$ cat src/rtl/comp_result_monitor_if.sv
// +----------------------------------------------------------------------------+
// | Module : comp_result_monitor_if                                            |
// | Brief  : Comparator-result handshake and statistics bundle for the monitor |
// | Rev    : 1.0                                                               |
// +----------------------------------------------------------------------------+
`default_nettype none

interface comp_result_monitor_if #(
   parameter int CNT_W = 8
);
   logic             in_valid;
   logic             in_ready;
   logic             g;
   logic             e;
   logic             l;
   logic [CNT_W-1:0] cnt_g;
   logic [CNT_W-1:0] cnt_e;
   logic [CNT_W-1:0] cnt_l;
   logic [CNT_W-1:0] err_cnt;
   logic             err;
   logic [CNT_W-1:0] eq_streak;
   logic             streak_hit;

   modport master (
      output in_valid, g, e, l,
      input  in_ready, cnt_g, cnt_e, cnt_l, err_cnt, err, eq_streak, streak_hit
   );

   modport slave (
      input  in_valid, g, e, l,
      output in_ready, cnt_g, cnt_e, cnt_l, err_cnt, err, eq_streak, streak_hit
   );
endinterface

`default_nettype wire

$ cat src/rtl/comp_result_monitor.sv
// +----------------------------------------------------------------------------+
// | Module : comp_result_monitor                                               |
// | Brief  : Counts comparator results per class, flags non-one-hot results    |
// |          and tracks runs of consecutive equal results.                     |
// | Rev    : 1.0                                                               |
// +----------------------------------------------------------------------------+
`default_nettype none

module comp_result_monitor #(
   parameter int CNT_W     = 8,
   parameter int STREAK_TH = 3
) (
   input  wire                  clk,
   input  wire                  rst_n,
   input  wire                  clear,
   comp_result_monitor_if.slave mon
);

   localparam logic [CNT_W-1:0] c_MAX = {CNT_W{1'b1}};
   localparam logic [CNT_W-1:0] c_TH  = CNT_W'(STREAK_TH);

   typedef enum logic [1:0] {
      IDLE   = 2'd0,
      EQ_RUN = 2'd1,
      LOCK   = 2'd2
   } state_t;

   state_t           r_state;
   logic [CNT_W-1:0] r_cnt_g;
   logic [CNT_W-1:0] r_cnt_e;
   logic [CNT_W-1:0] r_cnt_l;
   logic [CNT_W-1:0] r_err_cnt;
   logic             r_err;
   logic [CNT_W-1:0] r_eq_streak;
   logic             r_streak_hit;

   logic             w_accept;
   logic             w_onehot;
   logic [CNT_W-1:0] w_streak_inc;

   function automatic logic [CNT_W-1:0] sat_inc(input logic [CNT_W-1:0] v);
      return (v == c_MAX) ? v : v + 1'b1;
   endfunction

   assign mon.in_ready = !clear;
   assign w_accept     = mon.in_valid && !clear;
   assign w_onehot     = ({mon.g, mon.e, mon.l} == 3'b100) ||
                         ({mon.g, mon.e, mon.l} == 3'b010) ||
                         ({mon.g, mon.e, mon.l} == 3'b001);
   assign w_streak_inc = sat_inc(r_eq_streak);

   always_ff @(posedge clk or negedge rst_n) begin
      if (!rst_n) begin
         r_state      <= IDLE;
         r_cnt_g      <= '0;
         r_cnt_e      <= '0;
         r_cnt_l      <= '0;
         r_err_cnt    <= '0;
         r_err        <= 1'b0;
         r_eq_streak  <= '0;
         r_streak_hit <= 1'b0;
      end else if (clear) begin
         r_state      <= IDLE;
         r_cnt_g      <= '0;
         r_cnt_e      <= '0;
         r_cnt_l      <= '0;
         r_err_cnt    <= '0;
         r_err        <= 1'b0;
         r_eq_streak  <= '0;
         r_streak_hit <= 1'b0;
      end else if (w_accept) begin
         if (!w_onehot) begin
            r_err_cnt    <= sat_inc(r_err_cnt);
            r_err        <= 1'b1;
            r_state      <= IDLE;
            r_eq_streak  <= '0;
            r_streak_hit <= 1'b0;
         end else if (!mon.e) begin
            if (mon.g) r_cnt_g <= sat_inc(r_cnt_g);
            else       r_cnt_l <= sat_inc(r_cnt_l);
            r_state      <= IDLE;
            r_eq_streak  <= '0;
            r_streak_hit <= 1'b0;
         end else begin
            r_cnt_e     <= sat_inc(r_cnt_e);
            r_eq_streak <= w_streak_inc;
            // Streak_hit is set alongside the LOCK transition so it stays registered.
            case (r_state)
               IDLE: begin
                  if (STREAK_TH == 1) begin
                     r_state      <= LOCK;
                     r_streak_hit <= 1'b1;
                  end else begin
                     r_state      <= EQ_RUN;
                     r_streak_hit <= 1'b0;
                  end
               end
               EQ_RUN: begin
                  if (w_streak_inc == c_TH) begin
                     r_state      <= LOCK;
                     r_streak_hit <= 1'b1;
                  end else begin
                     r_state      <= EQ_RUN;
                     r_streak_hit <= 1'b0;
                  end
               end
               LOCK: begin
                  r_state      <= LOCK;
                  r_streak_hit <= 1'b1;
               end
               default: begin
                  r_state      <= IDLE;
                  r_eq_streak  <= '0;
                  r_streak_hit <= 1'b0;
               end
            endcase
         end
      end
   end

   assign mon.cnt_g      = r_cnt_g;
   assign mon.cnt_e      = r_cnt_e;
   assign mon.cnt_l      = r_cnt_l;
   assign mon.err_cnt    = r_err_cnt;
   assign mon.err        = r_err;
   assign mon.eq_streak  = r_eq_streak;
   assign mon.streak_hit = r_streak_hit;

endmodule

`default_nettype wire
$ cat src/flat_wrapper.sv
// flat-port wrapper written by rule: the top's interface ports become plain ports
module comp_result_monitor_flat 
#(
   parameter int CNT_W     = 8,
   parameter int STREAK_TH = 3
)
  (clk, rst_n, clear, mon_in_valid, mon_g, mon_e, mon_l, mon_in_ready, mon_cnt_g, mon_cnt_e, mon_cnt_l, mon_err_cnt, mon_err, mon_eq_streak, mon_streak_hit);
  comp_result_monitor_if #(.CNT_W(CNT_W)) mon_i ();
  input  wire clk;
  input  wire rst_n;
  input  wire clear;
  input wire logic [$bits(mon_i.in_valid)-1:0] mon_in_valid;
  input wire logic [$bits(mon_i.g)-1:0] mon_g;
  input wire logic [$bits(mon_i.e)-1:0] mon_e;
  input wire logic [$bits(mon_i.l)-1:0] mon_l;
  output wire logic [$bits(mon_i.in_ready)-1:0] mon_in_ready;
  output wire logic [$bits(mon_i.cnt_g)-1:0] mon_cnt_g;
  output wire logic [$bits(mon_i.cnt_e)-1:0] mon_cnt_e;
  output wire logic [$bits(mon_i.cnt_l)-1:0] mon_cnt_l;
  output wire logic [$bits(mon_i.err_cnt)-1:0] mon_err_cnt;
  output wire logic [$bits(mon_i.err)-1:0] mon_err;
  output wire logic [$bits(mon_i.eq_streak)-1:0] mon_eq_streak;
  output wire logic [$bits(mon_i.streak_hit)-1:0] mon_streak_hit;
  assign mon_i.in_valid = mon_in_valid;
  assign mon_i.g = mon_g;
  assign mon_i.e = mon_e;
  assign mon_i.l = mon_l;
  assign mon_in_ready = mon_i.in_ready;
  assign mon_cnt_g = mon_i.cnt_g;
  assign mon_cnt_e = mon_i.cnt_e;
  assign mon_cnt_l = mon_i.cnt_l;
  assign mon_err_cnt = mon_i.err_cnt;
  assign mon_err = mon_i.err;
  assign mon_eq_streak = mon_i.eq_streak;
  assign mon_streak_hit = mon_i.streak_hit;
  comp_result_monitor #(.CNT_W(CNT_W), .STREAK_TH(STREAK_TH)) u_core (.clk(clk), .rst_n(rst_n), .clear(clear), .mon(mon_i));
endmodule
$ cat config.mk
export PLATFORM = sky130hd
export DESIGN_NAME = comp_result_monitor_flat
export DESIGN_NICKNAME = d
export VERILOG_FILES = /design/src/rtl/comp_result_monitor_if.sv /design/src/rtl/comp_result_monitor.sv /design/src/flat_wrapper.sv
export SDC_FILE = /design/constraint.sdc
export NUM_CORES = 1
export LEC_CHECK = 0
export ABC_AREA = 1
export CAP_MARGIN = 20
export CORE_UTILIZATION = 56
export DETAILED_ROUTE_END_ITERATION = 10
export PLACE_DENSITY = 0.85
export SLEW_MARGIN = 20
export SYNTH_ARGS = -nofsm -noshare
export SYNTH_HDL_FRONTEND = slang
export SYNTH_SLANG_ARGS = --single-unit
$ cat constraint.sdc
create_clock -name clk -period 3.2 [get_ports clk]
set_input_delay 0.32 -clock clk [delete_from_list [all_inputs] [get_ports clk]]
set_output_delay 0.32 -clock clk [all_outputs]
set_load 0.05 [all_outputs]
==> results of run 1 <==
-- registers in the layout, summed over array words and instances (netlist names) --
register	flops
u_core.mon.cnt_e	8
u_core.mon.cnt_g	8
u_core.mon.cnt_l	8
u_core.mon.eq_streak	8
u_core.mon.err	1
u_core.mon.err_cnt	8
u_core.mon.streak_hit	1
u_core.r_state	2
-- through the flow --
stage | instances | hold WS, ns
3_5_place_dp | 436 | 0.472
6_report | 445 | -0.0143
2_1_floorplan | 339 | 0.0244
3_3_place_gp | 436 | 0.467
4_1_cts | 444 | 0.200
5_1_grt | 445 | 0.0225
-- area by class of cell --
cell class,count,area (sq um)
Clock buffer,8,90.1
Fill cell,339,1140
Inverter,49,184
Multi-Input combinational cell,240,1290
Sequential cell,44,1100
Tap cell,52,65.1
Timing Repair Buffer,52,538
-- kinds of logic (layout without fill, tap and decap cells) --
kind of cell	count (synthesis)	count (layout)	synth area share, %
DFF	44	44	42.1
buffers and inverters	55	109	8.42
and+or+nand+nor	171	171	30.8
adders and majority gates	9	9	4.31
AOI/OAI and AO/OA	49	49	10.7
xor gates and xnor gates	11	11	3.68
-- placed cells by master (no fill, tap or decap), types with 4 or more instances in the layout --
cell type and n:
a21oi_1 12, inv_1 45, clkdlybuf4s50_1 47, clkbuf_8 6
o21ai_0 20, xor2_1 9, nand3_1 28, o21ai_1 5
inv_2 4, nor2_1 23, nand2_1 83, dfrtp_1 44
nand2_2 5, ha_1 9, nor3_1 6, o31ai_1 7
nand4_1 11
-- cells in the mapped netlist --
cell	number
clkbuf_1	2
nor3b_1	2
nand2_2	5
nand2_4	1
inv_2	4
o21ai_0	20
nor3_4	1
nor2_1	23
nand3_2	2
nand2_1	83
nand3b_1	2
xnor2_1	2
o31ai_1	7
o2bb2ai_1	1
nand4_1	11
buf_2	2
o21a_1	1
nor3_1	6
dfrtp_1	44
xor2_1	9
inv_1	45
o21ai_2	3
nor2_2	2
buf_4	1
and3_1	1
nand3_1	28
nor2_4	3
o21ai_1	5
buf_6	1
a21oi_1	12
ha_1	9
nor4_1	1
-- report_power, final --
part / leakage (uW) / internal, uW / total, uW / switching (uW)
Sequential: 0.000605 / 576 / 598 / 22.2
Combinational: 0.000833 / 74.0 / 235 / 161
Clock: 0.0000455 / 176 / 356 / 180
-- how the worst min path moves through the flow --
stage                          start                      end  slack (ns)  cells after the start
2_1_floorplan                  rst_n      u_core.mon.cnt_e[0]        0.02                      0
3_3_place_gp   u_core.mon.streak_hit    u_core.mon.streak_hit        0.47                      2
5_1_grt                        rst_n  u_core.mon.eq_streak[7]        0.02                      1
3_5_place_dp   u_core.mon.streak_hit    u_core.mon.streak_hit        0.47                      2
6_report                       rst_n  u_core.mon.eq_streak[7]       -0.01                      1
4_1_cts                        rst_n  u_core.mon.eq_streak[3]        0.20                      1
-- routing by layer --
layer	global-route usage [%]	routed length [um]	vias to the layer above
met5	0	0	-
met3	5.63	379	13
met4	10.9	121	0
met1	30.8	2470	1127
met2	43.7	2920	83
li1	-	-	1209
==> flow_summary_export.csv, run 1 <==
group,metric,value,unit
run_status,status,"finished with violations",
run_status,violations,"negative hold slack",
place,pre_cts_slack,1.08,ns
clock_tree,post_cts_buffers,0,
route,drt-initial-drc-count,139,
clock_tree,htreeDepth,2,
sta,worstMarginPinSlew,0.530,ns
yosys,synth_seq_cells,44,
clock_tree,cts.root.buffer_cell,"clkbuf_8",
yosys,synth_top_area_share,42.1,%
layout,area_delta_synth_final,25.1,%
clock_tree,clockBufferDepth,2,
route,drt-pass1-iter-count,4,
layout,nets,408,
sta,setup_viol_count_final,0,
clock_tree,clock_sinks,44,
clock_tree,cts-resized-gates,0,
power_and_ir_drop,leakage,0.00148,uW
sta,fmax,474,MHz
place,place_area,3150,sq um
yosys,synthCells,339,
power_and_ir_drop,powerDensity,363,nW/um^2
layout,final_core_util,74.1,%
critical_path,r2r.worst_path.cells,12,
floorplan,die_height,70.3,um
layout,finalInstanceArea,3270,sq um
floorplan,fp-row-count,24,
floorplan,core_area,4410,sq um
critical_path,cp_max_fo,17,
hold_path,min_path_type,"primary input to asynchronous set/reset pin",
critical_path,critPathSlowestCell,"clkdlybuf4s50_1",
sta,hold_viol,21,
floorplan,die_w,70.3,um
critical_path,critPathKind,"primary input to output pin",
critical_path,crit_start,"clear",
route,viasPerCell,5.47,
place,port_buffers,49,
sta,whs,-0.0143,ns
critical_path,crit_path_end,"mon_in_ready",
yosys,synth_top_cell_by_area,"dfrtp_1",
critical_path,path_delay_family,"buffers and inverters",
sta,fin_skew,0.00657,ns
global_routing,grt_overflow,0,
clock_tree,cts_inserted_buffers,5,
clock_tree,clk_latency,0.30,ns
critical_path,arrival,1.79,ns
sta,fin_tns_setup,0,ns
critical_path,path_common_cell,"buf_4",
job,cap_viol_max_count,0,
yosys,yosys-top-cells-area,"dfrtp_1 42%, nand2_1 12%, inv_1 6.5%, nand3_1 5.4%, ha_1 4.3%",
global_routing,grt.total_usage,25.6,%
floorplan,io_pins,50,
global_routing,grt_pass1_wl,10.1,mm
global_routing,grt_max_degree,45,
critical_path,cp_slowest_stage_delay,0.41,ns
critical_path,cp.depth,5,
sta,post-route-period-util,65.9,%
clock_tree,clk_pin_slew,0.08,ns
yosys,synth_cell_types,32,
critical_path,path_cells,"clkdlybuf4s50_1 -> buf_4 -> inv_1 -> buf_4 -> buf_12",
floorplan,initial_core_util,59.2,%
critical_path,r2r_slack,1.31,ns
critical_path,r2r_end,"u_core.r_state[0]",
yosys,ys_warn_count,0,
place,dp_hpwl,4.37,mm
global_routing,grt_pass1_vias,2334,
sta,maxSlewViolCount,0,
route,vias,2432,
critical_path,end_kind,"output pin",
sta,rsz0062_at_grt,"no",
critical_path,r2r-start,"u_core.mon.eq_streak[0]",
route,ant_nets,0,
layout,antenna_cells,0,
sta,fin_ws,1.09,ns
critical_path,cp-start-kind,"primary input",
power_and_ir_drop,power.total,1190,uW
critical_path,cp.required,2.88,ns
yosys,synth_area_per_cell,7.71,sq um
critical_path,path_buf_inv,5,
floorplan,die-area,4950,sq um
yosys,syn-num-nets,355,
place,gp_congestion,0.841,
yosys,ys_seq_area_share,42.1,%
yosys,syn_area,2620,sq um
layout,drive_gt1_share,8.14,%
global_routing,antenna_found_initial,0,
clock_tree,cts_tree,"yes",
sta,relSlewSlack,64.6,%
power_and_ir_drop,peakVddDrop,268,uV
sta,finalCriticalPeriod,2.11,ns
route,drc,0,
clock_tree,hold_buffers,0,
route,wl_per_cell,13.2,um
route,wl,5.89,mm
Power figures use the tool's default switching activity.
==> run 2: changes to the inputs <==
- CORE_UTILIZATION: 56 -> 52
- PLACE_DENSITY: 0.85 -> 0.8
- clock period: 3.2 -> 2 ns (I/O delays scaled with it)
==> flow_summary_export.csv, run 2 (synthesized netlist as in run 1, its figures left out) <==
group,metric,value,unit
global_routing,gr-usage-met3,5.52,%
global_routing,grt_overflow,0,
sta,maxSlewViolCount,0,
critical_path,path_delay_family,"buffers and inverters",
global_routing,antenna_found_initial,0,
sta,hold_viol,0,
layout,fin_cells,463,
sta,fin_skew,0.00601,ns
power_and_ir_drop,leakage,0.00149,uW
sta,worstMarginPinSlew,0.608,ns
layout,nets,412,
global_routing,busiest_layer,"met2",
critical_path,critPathKind,"flip-flop to output pin",
power_and_ir_drop,power_frac_seq,51.3,%
critical_path,critPathSlowestCell,"clkdlybuf4s50_1",
layout,area_delta_synth_final,26.6,%
power_and_ir_drop,sw_frac_of_total,31.4,%
sta,relSlewSlack,59.4,%
route,drt-pass1-iter-count,4,
power_and_ir_drop,pwr-share-comb,20.3,%
floorplan,core_area,4790,sq um
layout,multiInputGateArea,1300,sq um
floorplan,initial_core_util,54.6,%
clock_tree,clk_latency,0.29,ns
critical_path,cp.required,1.80,ns
clock_tree,clockBufferDepth,2,
job,cap_viol_max_count,0,
route,ant_nets,0,
place,dp_hpwl,4.24,mm
floorplan,die_w,72.9,um
global_routing,grt_pass1_wl,10.0,mm
route,wl,5.74,mm
floorplan,die_height,72.9,um
layout,final_cell_mix,"81 x nand2_1, 47 x clkdlybuf4s50_1, 45 x inv_1, 42 x dfrtp_1, 28 x nand3_1",
sta,setup_viol_count_final,0,
sta,post-route-period-util,90.7,%
clock_tree,cts.root.buffer_cell,"clkbuf_8",
power_and_ir_drop,peakVddDrop,322,uV
critical_path,cp_slowest_stage_delay,0.84,ns
sta,fin_tns_setup,0,ns
floorplan,io_pins,50,
floorplan,fp-row-count,25,
layout,layout_commonest_cell,"nand2_1",
run_status,status,"finished clean",
layout,nFillCells,417,
layout,seq_area,1100,sq um
route,drc,0,
clock_tree,cts_inserted_buffers,5,
critical_path,arrival,1.61,ns
power_and_ir_drop,clockPowerShare,28.4,%
global_routing,grt.total_usage,24.3,%
power_and_ir_drop,powerDensity,564,nW/um^2
power_and_ir_drop,p_int,1280,uW
global_routing,grt_pass1_vias,2361,
sta,rsz0062_at_grt,"no",
sta,finalCriticalPeriod,1.81,ns
critical_path,cp_max_fo,6,
route,vias,2402,
place,dp.cells,455,
route,viasPerCell,5.19,
sta,fmax,551,MHz
power_and_ir_drop,power_switching,585,uW
place,port_buffers,49,
route,wl_per_cell,12.4,um
layout,drive_gt1_share,9.85,%
global_routing,grt_max_degree,25,
route,drt-initial-drc-count,156,
global_routing,met2_usage,40.7,%
place,gp_congestion,0.844,
critical_path,end_kind,"output pin",
clock_tree,cts_tree,"yes",
floorplan,die-area,5320,sq um
critical_path,path_buf_inv,1,
layout,antenna_cells,0,
clock_tree,clk_pin_slew,0.08,ns
critical_path,path_cells,"clkdlybuf4s50_1",
clock_tree,htreeDepth,2,
critical_path,cp-start-kind,"flip-flop",
clock_tree,clock_sinks,44,
hold_path,min_path_type,"primary input to asynchronous set/reset pin",
global_routing,use_met1,30.4,%
## run 2: per-layer routing
metal	wire length, um	up-vias
met5	0	-
met3	247	7
met1	2600	1125
met2	2800	54
li1	-	1216
met4	84	0
## run 2: what timing repair did
action	in CTS	in global routing
setup endpoints to repair	0	6
hold buffers	1	0
buffers inserted	0	0
gates resized for setup	0	4
endpoints found under the hold margin	20	0
## run 2: final cells by class
| class | instances | area share, % |
|---|---|---|
| clock buffers | 6 | 2.19 |
| clock inverters | 1 | 0.151 |
| inverters | 49 | 5.56 |
| multi-input cells | 240 | 39.2 |
| flip-flops and latches | 44 | 33.3 |
| well taps | 67 | 2.53 |
| repair buffers | 56 | 17.0 |
## run 2: path summary, 6_finish.rpt
path | from | to | slack (ns) | depth (start not counted)
min in group clk | u_core.mon.streak_hit | u_core.mon.streak_hit | 0.50 | 2
max in group asynchronous | rst_n | u_core.mon.eq_streak[0] | 1.09 | 3
hold / removal | rst_n | u_core.mon.eq_streak[7] | 0.41 | 2
hold reg to reg | u_core.mon.streak_hit | u_core.mon.streak_hit | 0.50 | 2
setup reg to reg | u_core.mon.cnt_g[0] | u_core.mon.cnt_g[6] | 0.22 | 11
setup / recovery | u_core.mon.eq_streak[2] | mon_eq_streak[2] | 0.19 | 1
## run 2: power groups by stage
stage	sequential, uW	combinational (uW)	clock (uW)
after detailed placement	974	378	0
after global placement	974	375	0
after global routing	964	415	576
after floorplan	1080	128	0
after CTS	957	382	548
final	957	379	530
## run 2: through the flow
stage / hold WS, ns / setup slack, ns / total power, uW / area, sq um / utilization, %
floorplan: -0.0956 / 0.0161 / 1210 / 2620 / -
global placement: 0.204 / 0.159 / 1350 / 3220 / 67.2
detailed placement: 0.197 / 0.0955 / 1350 / 3220 / 67.2
CTS: 0.415 / 0.146 / 1890 / 3300 / 69.0
global route: 0.450 / 0.0124 / 1960 / 3310 / 69.2
finish: 0.405 / 0.187 / 1870 / 3310 / 69.2
## run 2: worst register-to-register path, cell delays in order (launching register included)
cell     delay (ns)
dfrtp_1        0.42
ha_1           0.19
nand2_1        0.08
inv_1          0.08
nand3_1        0.09
nor2_1         0.14
nand2_1        0.10
nand2_2        0.11
nand2_2        0.14
inv_2          0.13
nor2_1         0.05
o21a_1         0.16
